$ cat config.mk
export PLATFORM = sky130hd
export DESIGN_NAME = pcxt_clk_en_gen
export DESIGN_NICKNAME = d
export VERILOG_FILES = /design/src/rtl/pcxt_clk_en_gen.sv
export SDC_FILE = /design/constraint.sdc
export NUM_CORES = 1
export LEC_CHECK = 0
export CAP_MARGIN = 0
export CELL_PAD_IN_SITES_DETAIL_PLACEMENT = 1
export CELL_PAD_IN_SITES_GLOBAL_PLACEMENT = 1
export CORE_MARGIN = 2
export CORE_UTILIZATION = 45
export CTS_BUF_LIST = sky130_fd_sc_hd__clkbuf_4 sky130_fd_sc_hd__clkbuf_8 sky130_fd_sc_hd__clkbuf_16
export CTS_CLUSTER_SIZE = 25
export DETAILED_ROUTE_END_ITERATION = 10
export MAX_ROUTING_LAYER = met4
export PLACE_DENSITY_LB_ADDON = 0.1
export SETUP_SLACK_MARGIN = 0.05
export SLEW_MARGIN = 20
export SYNTH_ARGS = -nofsm -noshare
export SYNTH_HDL_FRONTEND = slang
export SYNTH_SLANG_ARGS = --single-unit
$ cat constraint.sdc
create_clock -name clk -period 2.85 [get_ports clk]
set_clock_uncertainty 0.05 [all_clocks]
set_input_delay 0.7125 -clock clk [delete_from_list [all_inputs] [get_ports clk]]
set_output_delay 0.7125 -clock clk [all_outputs]
set_load 0.01 [all_outputs]
$ cat src/rtl/pcxt_clk_en_gen.sv
// Lock-qualified reset sequencer and single-clock CE generator for a PC/XT core.
// Optional macro PCXT_LOCK_LOSS_CNT_EN adds a saturating lock-loss event counter.
module pcxt_clk_en_gen #(
    parameter int LOCK_STABLE_CYCLES = 1024,
    parameter int RST_HOLD_CYCLES    = 16
) (
    input  logic       clk,
    input  logic       rst_n,
    input  logic       pll_locked,
    input  logic [1:0] turbo_sel,
    output logic       cpu_ce,
    output logic       periph_ce,
    output logic       pit_ce,
    output logic       sys_rst_n,
    output logic [1:0] cpu_mode,
    output logic       lock_lost,
    output logic [7:0] lock_loss_cnt
);

    localparam int SCNT_W = $clog2(LOCK_STABLE_CYCLES + 1);
    localparam int HCNT_W = $clog2(RST_HOLD_CYCLES + 1);
    localparam logic [SCNT_W-1:0] STABLE_LAST = SCNT_W'(LOCK_STABLE_CYCLES - 1);
    localparam logic [HCNT_W-1:0] HOLD_LAST   = HCNT_W'(RST_HOLD_CYCLES - 1);

    typedef enum logic [1:0] {WAIT_LOCK, STABLE, HOLD, RUN} state_t;

    state_t            r_state;
    state_t            w_next;
    logic              r_sync1;
    logic              r_locked_s;
    logic [SCNT_W-1:0] r_stable_cnt;
    logic [HCNT_W-1:0] r_hold_cnt;
    logic [3:0]        r_d12;
    logic [1:0]        r_cdiv;
    logic [1:0]        r_cpu_mode;
    logic              r_sys_rst_n;
    logic              r_lock_lost;
    logic              w_active;
    logic              w_hold_entry;
    logic              w_loss;
    logic              w_cpu_ce;
    logic [1:0]        w_tc;

    always_ff @(posedge clk or negedge rst_n) begin
        if (!rst_n) begin
            r_sync1    <= 1'b0;
            r_locked_s <= 1'b0;
        end else begin
            r_sync1    <= pll_locked;
            r_locked_s <= r_sync1;
        end
    end

    always_ff @(posedge clk or negedge rst_n) begin
        if (!rst_n) r_state <= WAIT_LOCK;
        else        r_state <= w_next;
    end

    // Loss of synchronised lock overrides every other transition.
    always_comb begin
        w_next = r_state;
        case (r_state)
            WAIT_LOCK: if (r_locked_s) w_next = STABLE;
            STABLE:    if (r_locked_s && r_stable_cnt == STABLE_LAST) w_next = HOLD;
            HOLD:      if (r_hold_cnt == HOLD_LAST) w_next = RUN;
            RUN:       w_next = RUN;
            default:   w_next = WAIT_LOCK;
        endcase
        if (r_state != WAIT_LOCK && !r_locked_s) w_next = WAIT_LOCK;
    end

    assign w_active     = (r_state == HOLD) || (r_state == RUN);
    assign w_hold_entry = (r_state == STABLE) && (w_next == HOLD);
    assign w_loss       = w_active && !r_locked_s;

    always_ff @(posedge clk or negedge rst_n) begin
        if (!rst_n) begin
            r_stable_cnt <= '0;
            r_hold_cnt   <= '0;
        end else begin
            r_stable_cnt <= (r_state == STABLE) ? r_stable_cnt + 1'b1 : '0;
            r_hold_cnt   <= (r_state == HOLD)   ? r_hold_cnt + 1'b1   : '0;
        end
    end

    // Code 11 runs as div3 but is still reported as 11 on cpu_mode.
    always_comb begin
        case (r_cpu_mode)
            2'b10:   w_tc = 2'd0;
            2'b01:   w_tc = 2'd1;
            default: w_tc = 2'd2;
        endcase
    end

    assign w_cpu_ce = w_active && (r_cdiv == w_tc);

    // turbo_sel is only taken at a period boundary so every CPU period is whole.
    always_ff @(posedge clk or negedge rst_n) begin
        if (!rst_n) begin
            r_d12      <= 4'd0;
            r_cdiv     <= 2'd0;
            r_cpu_mode <= 2'b00;
        end else if (w_hold_entry) begin
            r_d12      <= 4'd0;
            r_cdiv     <= 2'd0;
            r_cpu_mode <= turbo_sel;
        end else if (w_active) begin
            r_d12 <= (r_d12 == 4'd11) ? 4'd0 : r_d12 + 4'd1;
            if (w_cpu_ce) begin
                r_cdiv     <= 2'd0;
                r_cpu_mode <= turbo_sel;
            end else begin
                r_cdiv <= r_cdiv + 2'd1;
            end
        end
    end

    always_ff @(posedge clk or negedge rst_n) begin
        if (!rst_n) begin
            r_sys_rst_n <= 1'b0;
            r_lock_lost <= 1'b0;
        end else begin
            r_sys_rst_n <= (w_next == RUN);
            r_lock_lost <= w_loss;
        end
    end

`ifdef PCXT_LOCK_LOSS_CNT_EN
    logic [7:0] r_loss_cnt;

    always_ff @(posedge clk or negedge rst_n) begin
        if (!rst_n)                              r_loss_cnt <= 8'd0;
        else if (w_loss && r_loss_cnt != 8'hFF) r_loss_cnt <= r_loss_cnt + 8'd1;
    end

    assign lock_loss_cnt = r_loss_cnt;
`else
    assign lock_loss_cnt = 8'd0;
`endif

    assign cpu_ce    = w_cpu_ce;
    assign periph_ce = w_active && (r_d12 == 4'd5 || r_d12 == 4'd11);
    assign pit_ce    = w_active && (r_d12 == 4'd11);
    assign sys_rst_n = r_sys_rst_n;
    assign cpu_mode  = r_cpu_mode;
    assign lock_lost = r_lock_lost;

endmodule

Word-level counts from Yosys, hierarchy flattened:

Index checks and enable logic that the tools add are counted.

* output and inout bits: 15
* logic and storage cells: 58
* register bits: 30
* input bits: 5

* add/sub/neg operators: 4
* reduce and logical (&&, ||, !) cells: 15
* eq/ne operators: 12
* multiplexer cells: 17

Operator list (number)
* two-way mux 2 bit: 10
* two-way mux 4 bit: 3
* adder 11 x 1 -> 11 bit (second input constant): 1
* == test 11 x 10 -> 1 bit (second input constant): 1
* two-way mux 11 bit: 1
* == test 2 bit (second input constant): 5
* case mux 2 bit (4 select lines): 1
* logical AND 1 bit: 7
* nonzero test 2 bit: 3
* adder 5 x 1 -> 5 bit (second input constant): 1
* == test 5 x 4 -> 1 bit (second input constant): 1
* two-way mux 5 bit: 1
* adder 4 x 1 -> 4 bit (second input constant): 1
* == test 2 x 1 -> 1 bit (second input constant): 2
* == test 4 x 3 -> 1 bit (second input constant): 1
* == test 4 bit (second input constant): 1
* case mux 2 bit (2 select lines): 1
* adder 2 x 1 -> 2 bit (second input constant): 1
* == test 2 bit: 1
* zero test 2 bit: 1
* logical OR 1 bit: 2
* AND reduction 2 bit: 1
* zero test 1 bit: 1

Depth between registers and ports, before layout:

* depth after elaboration: 9
* mapped depth: 7
* mapped depth without buffers: 7

Worst setup path after synthesis:

OpenSTA, ideal clock, no wires.

* path kind: reg2out
* start: register r_cpu_mode[0] (netlist: cpu_mode[0])
* end: output port cpu_ce
* setup slack: 1002 ps
* cell stages (with the launch flop): 5
* data arrival time: 1086 ps
* required time: 2088 ps
* path through: dfrtp_1 ha_1 xnor2_1 nand3_1 inv_1

* longest elaborated chain between the ends: 4
* elaborated cells on any way between the ends: 5
* classes of those cells: eq/ne: 3; mux: 1; reduce/logical: 1

RTL lines
* start, declared: line 35 `logic [1:0] r_cpu_mode;`
* start signal, assigned: line 106 `r_cpu_mode <= turbo_sel;`
* start signal, assigned: line 111 `r_cpu_mode <= turbo_sel;`
* == test 2 x 1 -> 1 bit / == test 2 bit (equally long branches): line 88 `case (r_cpu_mode)`
* case mux 2 bit (2 select lines) (*): line 88
* == test 2 bit (*): line 95 `assign w_cpu_ce = w_active && (r_cdiv == w_tc);`
* logical AND 1 bit (*): line 95
* end, declared: line 11 `output logic cpu_ce,`

Mark *: on every way between the ends. The rest lies on a longest branch, timed or not.

Worst setup path in the final report:

Ends and elaborated chain as after synthesis.

==> key figures <==
Run status
  • Status: finished, final reports clean

Clock tree
  • CTS tree: yes
  • H-tree levels: 2
  • Clk_lat worst skew: 330 ps
  • CTS root buffer: clkbuf_4
  • Clk slew on worst S/H paths: 100 ps
  • Clk sinks: 30
  • Inserted Clock Buffers: 5
  • Cts hold-fix bufs: 0
  • Clock Tree Buf Depth: 2

STA
  • Achievable clock frequency: 0.368 GHz
  • Final setup fails: 0
  • Fin. Hold Viols: 0
  • Tmin final: 2710 ps
  • RSZ-0062 raised after global routing: yes
  • Final Cycle Share: 0.952
  • Tightest Pin Transition: 516 ps
  • Slew Viols, Final: 0
  • Slew Limit Headroom: 0.656

Yosys
  • Yosys top cell by area: dfrtp_1
  • Syn Inst Count: between 100 and 150
  • Syn avg cell area: 10.4 sq um
  • Dominant synthesized flop cell: dfrtp_1
  • Fraction of registers with async set/reset: 1.00
  • Top post-synthesis cells by area: dfrtp_1 51%, nor2_1 5.3%, ha_1 5.1%
  • Post-synth top area share: 0.505
  • Sequential area share after synthesis: 0.505
  • Register bit count reported by yosys: 30
  • Post-Syn Area: 1490 sq um
  • Synth warnings: 0
  • Synth unique cells: 33
  • EDFF count, synth: 0

Placed design
  • Port bufs: 11
  • GPL Wtd Cong: 0.766
  • Detailed placer's ending HPWL: 1810 microns

Power
  • Clock network power share: 0.367
  • Internal: 0.560 mW
  • Pwr dens: approximately 430 nW/um^2
  • Combinational share of power: 0.042
  • Switching share of total power: 0.239
  • Final Power: 0.736 mW
  • Net load switching power: 0.176 mW
  • Seq pwr share: 0.591
  • Leak: 0.782 nW
  • Maximum vdd drop: 0.000219 V

Worst setup path
  • Critical path's top delay family: buffers and inverters
  • Slowest-stage cell, CP: clkdlybuf4s50_1
  • Critical Path RT: 2090 ps
  • Crit Path Category: reg -> out
  • Crit-path max FO: 3
  • Worst path bufs/invs: 2
  • CP max stage delay: around 530 ps
  • R2r setup slk: 1050 ps
  • Critical Path End Type: primary output
  • CP startpoint kind: register
  • CP Cell Sequence: ha_1, xnor2_1, nand3_1, inv_1, clkdlybuf4s50_1
  • Crit path DAT: 1950 ps

Finish
  • Final core utilization: 0.547
  • Fin nets: 172
  • Fillers: 366
  • Share of cells above drive strength 1: 0.130
  • ANT cells: 0
  • Layout area overhead: 14.2%

Global routing
  • All-Layer GR Usage: 0.166
  • Remaining Overflow, GRT: 0
  • Largest net degree at the start of global routing: 31
  • Antenna violations before repair: 0
  • First-pass GRT wire length: 4310 microns
  • Vias in the first global route: 982

Die
  • Top Ports: 20
  • Starting density of the core: 0.479
  • Die ar.: 3780 sq um
  • Die H: 61.5 microns
  • Placeable Area: ~3100 sq um
  • Die width: between 60 and 70 microns
  • Num rows: 20

Drt
  • Drt via density: 4.88
  • Vias: 1005
  • Post-Route WL: 2540 microns
  • Drc violations: 0
  • First DRT Iteration DRCs: 30
  • DRT antenna net count: 0
  • Routed len/inst: 12.3 microns
  • DRT Pass-1 Iters: 3

Flow run
  • Max-cap violations: 0

Worst hold path
  • Worst hold path class: reg -> reg
flip-flops by register name, summed over array words and instances, names as in the netlist:
signal        flops
cpu_mode          2
lock_lost         1
r_cdiv            2
r_d12             4
r_hold_cnt        5
r_locked_s        1
r_stable_cnt     11
r_state           2
r_sync1           1
sys_rst_n         1
worst register-to-register path, cell delays in order (launching register included):
cell	delay [ps]
dfrtp_1	370
ha_1	220
nand2_1	160
nor4_4	370
a21bo_4	210
mux2_4	300
layout make-up:
| cell class | count | area [sq um] | area share |
|---|---|---|---|
| Tap cell | 44 | 55.1 | 0.0324 |
| Multi-Input combinational cell | 104 | 671 | 0.395 |
| Clock buffer | 6 | 51.3 | 0.0302 |
| Sequential cell | 30 | 752 | 0.443 |
| Timing Repair Buffer | 14 | 133 | 0.0782 |
| Clock inverter | 2 | 12.5 | 0.00737 |
| Inverter | 6 | 22.5 | 0.0133 |
Yosys cell counts, drive strengths merged, types with 5 or more instances:
cell type   n
a21oi       5
inv         6
and2        5
dfrtp      30
nor2b       5
nand2      11
ha          6
nor2       21
xnor2       5
buf         8
nand3       5
xor2        7
cells in the final DEF (no fill, tap or decap), types with 4 or more instances in the layout:
| cell type | instances |
|---|---|
| a21oi_1 | 5 |
| and2_1 | 4 |
| clkbuf_4 | 5 |
| clkdlybuf4s50_1 | 11 |
| conb_1 | 8 |
| dfrtp_1 | 29 |
| ha_1 | 6 |
| inv_1 | 6 |
| nand2_1 | 11 |
| nand3_1 | 4 |
| nor2_1 | 21 |
| nor2b_1 | 5 |
| xnor2_1 | 5 |
| xor2_1 | 7 |
per-stage QoR:
stage	setup slack (ps)	TNS [ps]	instance area [sq um]	hold WS, ps	std cells
floorplan	1000	0	1510	281	150
global placement	515	0	1620	284	196
detailed placement	459	0	1620	287	196
CTS	86.9	0	1680	312	204
global route	-7.56	-7.56	1700	320	206
finish	136	0	1700	308	206
final timing paths:
kind | end | cells after the start | startpoint
setup / recovery | cpu_ce | 5 | cpu_mode[0]
hold / removal | r_locked_s | 0 | r_sync1
setup reg to reg | cpu_mode[1] | 5 | r_stable_cnt[0]
hold reg to reg | r_locked_s | 0 | r_sync1
max in group asynchronous | r_d12[0] | 2 | rst_n
min in group asynchronous | r_d12[1] | 2 | rst_n
repair_timing:
item                                   4_1_cts  5_1_grt
resized for setup                            0        1
setup endpoints to repair                    0        2
setup buffers                                0        2
endpoints found under the hold margin        0        0
routing by layer:
metal,vias to the layer above,GRT usage,wire length [microns]
met4,0,0.0912,61
met3,7,0.0441,111
met2,21,0.252,1200
met1,485,0.200,1170
li1,492,-,-
met5,-,-,0
cells by family after synthesis:
family | share of synthesized area
multiplexers | 0.0337
flip-flops | 0.505
adder cells (fa/ha/maj) | 0.0505
AO/OA/AOI/OAI | 0.0590
AND/OR/NAND/NOR | 0.217
XOR/XNOR | 0.0708
buffers and inverters | 0.0607
other | 0.00252
power groups by stage:
stage	clock network, mW	registers, mW	logic (mW)
6_report	0.270	0.435	0.0309
5_1_grt	0.300	0.437	0.0364
4_1_cts	0.285	0.436	0.0323
3_5_place_dp	0	0.444	0.0320
3_3_place_gp	0	0.444	0.0316
2_1_floorplan	0	0.443	0.0230
No activity file was read; power rests on OpenSTA's default activity.
